--- config.mk ---
export PLATFORM = sky130hd
export DESIGN_NAME = spi_master_flat
export DESIGN_NICKNAME = d
export VERILOG_FILES = /design/src/rtl/spi_master_if.sv /design/src/rtl/spi_master.sv /design/src/flat_wrapper.sv
export SDC_FILE = /design/constraint.sdc
export NUM_CORES = 1
export LEC_CHECK = 0
export ABC_AREA = 1
export CAP_MARGIN = 0
export CORE_ASPECT_RATIO = 0.9
export CORE_MARGIN = 1.5
export CORE_UTILIZATION = 55
export CTS_BUF_LIST = sky130_fd_sc_hd__clkbuf_16
export DETAILED_ROUTE_END_ITERATION = 10
export PLACE_DENSITY = 0.83
export SYNTH_ARGS = -nofsm -noshare
export SYNTH_HDL_FRONTEND = slang
export SYNTH_SLANG_ARGS = --single-unit
--- constraint.sdc ---
create_clock -name Clk -period 2.18 [get_ports Clk]
set_input_delay 0.545 -clock Clk [delete_from_list [all_inputs] [get_ports Clk]]
set_output_delay 0.545 -clock Clk [all_outputs]
set_load 0.02 [all_outputs]
--- src/rtl/spi_master_if.sv ---
`default_nettype none
// ============================================================================
// Module      : spi_master_if
// Description : Bundle of the SPI initiator's request/response signals and
//               its four-wire SPI pins. The master modport is the initiator's
//               view; the slave modport is the requester/peripheral side.
// Revision    : 1.0  initial release
// ============================================================================
interface spi_master_if #(
    parameter int ADDR_W = 8,
    parameter int DATA_W = 32
);
    logic              Start;
    logic [ADDR_W-1:0] Addr;
    logic              Busy;
    logic              Done;
    logic [DATA_W-1:0] DataFromSlave;
    logic              SPI_CLK;
    logic              SPI_CS;
    logic              SPI_MOSI;
    logic              SPI_MISO;

    modport master (
        input  Start, Addr, SPI_MISO,
        output Busy, Done, DataFromSlave, SPI_CLK, SPI_CS, SPI_MOSI
    );

    modport slave (
        output Start, Addr, SPI_MISO,
        input  Busy, Done, DataFromSlave, SPI_CLK, SPI_CS, SPI_MOSI
    );
endinterface
`default_nettype wire

--- src/rtl/spi_master.sv ---
`default_nettype none
// ============================================================================
// Module      : spi_master
// Description : Mode-0, MSB-first SPI initiator. A Start request sends an
//               address and then clocks a data word back from the slave.
//               SCLK is generated by dividing Clk; every pin is registered.
// Revision    : 1.0  initial release
// ============================================================================
module spi_master #(
    parameter int CLK_DIV = 25,   // Clk cycles per SCLK half-period, 4..255
    parameter int ADDR_W  = 8,
    parameter int DATA_W  = 32
) (
    input  wire logic    Clk,
    input  wire logic    Reset_n,
    spi_master_if.master bus
);

    // Divider and bit counters are sized so a legal frame never wraps them.
    localparam logic [7:0] c_div_last = 8'(CLK_DIV - 1);
    localparam logic [5:0] c_last_bit = 6'(ADDR_W + DATA_W - 1);

    typedef enum logic [2:0] {
        S_IDLE  = 3'd0,
        S_SETUP = 3'd1,
        S_SHIFT = 3'd2,
        S_HOLD  = 3'd3,
        S_DONE  = 3'd4
    } state_t;

    state_t            r_state;
    logic [7:0]        r_div;
    logic [5:0]        r_bit;
    logic [ADDR_W-1:0] r_addr_sr;
    logic [DATA_W-1:0] r_rx_sr;
    logic [DATA_W-1:0] r_data;
    logic              r_sclk;
    logic              r_cs;
    logic              r_mosi;
    logic              r_busy;
    logic              r_done;

    logic              w_div_end;

    // End of the current half-period / SETUP / HOLD interval.
    assign w_div_end = (r_div == c_div_last);

    // Frame sequencer: owns every output so all pins come straight from flops.
    always_ff @(posedge Clk or negedge Reset_n) begin
        if (!Reset_n) begin
            r_state   <= S_IDLE;
            r_div     <= 8'd0;
            r_bit     <= 6'd0;
            r_addr_sr <= '0;
            r_rx_sr   <= '0;
            r_data    <= '0;
            r_sclk    <= 1'b0;
            r_cs      <= 1'b1;
            r_mosi    <= 1'b0;
            r_busy    <= 1'b0;
            r_done    <= 1'b0;
        end else begin
            r_done <= 1'b0;
            case (r_state)
                S_IDLE: begin
                    if (bus.Start) begin
                        r_addr_sr <= bus.Addr;
                        r_mosi    <= bus.Addr[ADDR_W-1];
                        r_cs      <= 1'b0;
                        r_busy    <= 1'b1;
                        r_div     <= 8'd0;
                        r_state   <= S_SETUP;
                    end
                end

                S_SETUP: begin
                    if (w_div_end) begin
                        // First rising edge; MISO is captured on the same Clk edge.
                        r_div   <= 8'd0;
                        r_bit   <= 6'd0;
                        r_sclk  <= 1'b1;
                        r_rx_sr <= {r_rx_sr[DATA_W-2:0], bus.SPI_MISO};
                        r_state <= S_SHIFT;
                    end else begin
                        r_div <= r_div + 8'd1;
                    end
                end

                S_SHIFT: begin
                    if (w_div_end) begin
                        r_div <= 8'd0;
                        if (r_sclk) begin
                            // Falling edge: present the next address bit; zeros
                            // shift in behind the address for the data phase.
                            r_sclk    <= 1'b0;
                            r_mosi    <= r_addr_sr[ADDR_W-2];
                            r_addr_sr <= {r_addr_sr[ADDR_W-2:0], 1'b0};
                        end else if (r_bit == c_last_bit) begin
                            // Low half of the final bit has elapsed.
                            r_state <= S_HOLD;
                        end else begin
                            r_sclk  <= 1'b1;
                            r_bit   <= r_bit + 6'd1;
                            r_rx_sr <= {r_rx_sr[DATA_W-2:0], bus.SPI_MISO};
                        end
                    end else begin
                        r_div <= r_div + 8'd1;
                    end
                end

                S_HOLD: begin
                    if (w_div_end) begin
                        // Address bits have long since shifted out of the
                        // DATA_W-wide receive register, leaving only data.
                        r_div   <= 8'd0;
                        r_cs    <= 1'b1;
                        r_mosi  <= 1'b0;
                        r_busy  <= 1'b0;
                        r_done  <= 1'b1;
                        r_data  <= r_rx_sr;
                        r_state <= S_DONE;
                    end else begin
                        r_div <= r_div + 8'd1;
                    end
                end

                S_DONE: begin
                    r_state <= S_IDLE;
                end

                default: begin
                    r_state <= S_IDLE;
                end
            endcase
        end
    end

    assign bus.SPI_CLK       = r_sclk;
    assign bus.SPI_CS        = r_cs;
    assign bus.SPI_MOSI      = r_mosi;
    assign bus.Busy          = r_busy;
    assign bus.Done          = r_done;
    assign bus.DataFromSlave = r_data;

endmodule
`default_nettype wire
--- src/flat_wrapper.sv ---
// flat-port wrapper written by rule: the top's interface ports become plain ports
module spi_master_flat 
#(
    parameter int CLK_DIV = 25,                                             
    parameter int ADDR_W  = 8,
    parameter int DATA_W  = 32
)
  (Clk, Reset_n, bus_Start, bus_Addr, bus_SPI_MISO, bus_Busy, bus_Done, bus_DataFromSlave, bus_SPI_CLK, bus_SPI_CS, bus_SPI_MOSI);
  spi_master_if #(.ADDR_W(ADDR_W), .DATA_W(DATA_W)) bus_i ();
  input  wire logic Clk;
  input  wire logic Reset_n;
  input wire logic [$bits(bus_i.Start)-1:0] bus_Start;
  input wire logic [$bits(bus_i.Addr)-1:0] bus_Addr;
  input wire logic [$bits(bus_i.SPI_MISO)-1:0] bus_SPI_MISO;
  output wire logic [$bits(bus_i.Busy)-1:0] bus_Busy;
  output wire logic [$bits(bus_i.Done)-1:0] bus_Done;
  output wire logic [$bits(bus_i.DataFromSlave)-1:0] bus_DataFromSlave;
  output wire logic [$bits(bus_i.SPI_CLK)-1:0] bus_SPI_CLK;
  output wire logic [$bits(bus_i.SPI_CS)-1:0] bus_SPI_CS;
  output wire logic [$bits(bus_i.SPI_MOSI)-1:0] bus_SPI_MOSI;
  assign bus_i.Start = bus_Start;
  assign bus_i.Addr = bus_Addr;
  assign bus_i.SPI_MISO = bus_SPI_MISO;
  assign bus_Busy = bus_i.Busy;
  assign bus_Done = bus_i.Done;
  assign bus_DataFromSlave = bus_i.DataFromSlave;
  assign bus_SPI_CLK = bus_i.SPI_CLK;
  assign bus_SPI_CS = bus_i.SPI_CS;
  assign bus_SPI_MOSI = bus_i.SPI_MOSI;
  spi_master #(.CLK_DIV(CLK_DIV), .ADDR_W(ADDR_W), .DATA_W(DATA_W)) u_core (.Clk(Clk), .Reset_n(Reset_n), .bus(bus_i));
endmodule
==> results.json <==
{
  "io_buffers": 48,
  "nets": 527,
  "worstSetupEndpointType": "output pin",
  "core_area_um2": 7510,
  "fin_crit_sh_pct": 91.9,
  "synth_edf_count": 0,
  "ys.flop_type": "dfrtp_1",
  "criticalPathCategory": "register to output pin",
  "path_cells": "clkdlybuf4s50_1",
  "worstReg2RegEnd": "u_core.bus.DataFromSlave[5]",
  "drc": 0,
  "post-route-min-period_ps": 2000,
  "leakagePower_nw": 2.30,
  "grt_usage_pct": 20.9,
  "wl_per_cell_um": 12.5,
  "hold_path.class": "primary input to asynchronous set/reset pin",
  "post_cts_resized": 0,
  "final_common_cell": "nand2_1",
  "dieArea_um2": 8230,
  "fin_skew_ps": 10.7,
  "fmax_mhz": 499,
  "clockBufferDepth": 2,
  "yosysWarnings": 0,
  "clk-insertion-delay-late_ps": 340,
  "ys_types": 27,
  "dp_cells": 597,
  "hold_viol_final": 0,
  "ctsHoldBuffers": 0,
  "status": "finished, final reports clean",
  "clkTransAtPathRegs_ps": 70,
  "worstPathArrival_ps": 1460,
  "syn_avg_cell_area_um2": 9.10,
  "finalMaxSlewViolations": 0,
  "dp_hpwl_um": 5230,
  "cts_max_level": 3,
  "slowest_delay_ps": 590,
  "cp_data_required_time_ps": 1630,
  "grt_max_degree": 65,
  "slowest_stage": "clkdlybuf4s50_1",
  "synthArstFlopShare_pct": 100,
  "tightest_slew_ps": 578,
  "layout-drive-gt1-share_pct": 15.5,
  "syn_area_um2": 4230,
  "slew_headroom_pct": 61.4,
  "power.density_nw_per_um2": 815,
  "cts.sinks": 93,
  "ant_nets": 0,
  "syn2layout_area_growth_pct": 19.1,
  "setup_viol": 0,
  "grt_pass1_wl_um": 13400,
  "syn-num-nets": 480,
  "crit_fanout": 2,
  "n_antenna_cell": 0,
  "die-width_um": 95.5,
  "post-cts-setup-buffer-count": 0,
  "grt_setup_unrepaired": "no",
  "timing.critical_path.buf_inv": 1,
  "wirelength_um": 7690,
  "cts_buffers": 9,
  "critPathLaunchType": "register",
  "rows": 30,
  "regToRegStartpoint": "u_core.r_div[0]",
  "gp_congestion": 0.813,
  "instances_no_fill": 613,
  "synth_seq_cells": 93,
  "tritoncts": "yes",
  "overflow": 0,
  "first_pass_iters": 4,
  "reg2reg_depth": 8,
  "setup_tns_ps": 0,
  "layout_common_cells": "125 x nand2_1, 92 x dfrtp_1, 66 x inv_1",
  "nFillCells": 578,
  "crit_family": "buffers and inverters",
  "reg2reg_setup_slack_ps": 290,
  "antenna_found_initial": 0,
  "dr_total_vias": 3139,
  "initial_core_util_pct": 56.4,
  "irDropWorstVdd_v": 0.000418,
  "cts_root_buffer": "clkbuf_16",
  "grt_pass1_vias": 3024,
  "io_pins": 49,
  "die_h_um": 86.2,
  "postSynthCellCount": 465,
  "via_per_inst": 5.12,
  "drv_cap": 0,
  "ys_seq_area_share_pct": 55.0,
  "first_iter_violations": 162
}
==> where the power goes <==
group | switching [mW] | internal (mW)
Sequential | 0.0801 | 1.84
Combinational | 0.447 | 0.257
Clock | 0.686 | 0.791
Total | 1.21 | 2.89
==> cells in the mapped netlist, types with 4 or more instances <==
cell | n | area share, %
buf_6 | 11 | 2.9
nand2_2 | 4 | 0.59
o21ai_1 | 7 | 0.83
o21ai_0 | 42 | 5.0
nand3_1 | 13 | 1.5
nor2_1 | 21 | 1.9
a21oi_1 | 8 | 0.95
nor3_1 | 5 | 0.59
inv_1 | 66 | 5.9
o21ai_2 | 42 | 8.7
nand2_1 | 125 | 11
dfrtp_1 | 92 | 54
==> area by class of cell <==
cell class	count	area, um2	area share, %
multi-input cells	286	1500	29.7
repair buffers	53	553	11.0
inverters	69	259	5.14
well taps	96	120	2.38
clock inverters	7	58.8	1.17
clock buffers	9	225	4.47
flip-flops and latches	93	2330	46.2
==> state kept, by name, summed over array words and instances, names as in the netlist, 3 cells and up <==
| register | flops |
|---|---|
| u_core.r_rx_sr | 32 |
| u_core.r_bit | 6 |
| u_core.r_addr_sr | 7 |
| u_core.r_div | 8 |
| u_core.r_state | 3 |
| u_core.bus.DataFromSlave | 32 |
==> logic make-up (layout without fill, tap and decap cells) <==
family	after synthesis	count (layout)	synth area share, %
flip-flops	93	93	55.0
buffers and inverters	86	138	9.67
AND/OR/NAND/NOR	181	181	18.4
AO/OA/AOI/OAI	100	100	15.6
adder cells (fa/ha/maj)	3	3	0.887
XOR/XNOR	2	2	0.414
==> how the worst max path moves through the flow <==
stage | depth (start not counted) | start | end
6_report | 1 | u_core.bus.SPI_CS | bus_SPI_CS
5_1_grt | 10 | u_core.r_div[0] | u_core.r_rx_sr[7]
4_1_cts | 1 | u_core.bus.SPI_CS | bus_SPI_CS
3_5_place_dp | 7 | bus_Start | u_core.r_addr_sr[5]
3_3_place_gp | 7 | bus_Start | u_core.r_div[7]
2_1_floorplan | 10 | u_core.r_div[0] | u_core.r_rx_sr[5]
==> per-stage QoR <==
step	setup WS (ps)	power, mW	instance area, um2	util (%)	hold WS, ps
after global routing	114	4.32	5040	67.1	212
after global placement	315	2.61	4760	63.3	455
after floorplan	651	2.47	4230	-	249
after CTS	163	4.13	5040	67.1	196
after detailed placement	265	2.66	4760	63.3	460
final	177	4.11	5040	67.1	173
==> layer usage <==
layer / routed length, um / GRT usage, % / up-vias
li1: - / - / 1563
met2: 3820 / 33.7 / 67
met4: 99 / 7.75 / 0
met5: 0 / 0 / -
met3: 295 / 4.65 / 12
met1: 3470 / 27.8 / 1497
Note: power is estimated with default switching activity, not from simulation.
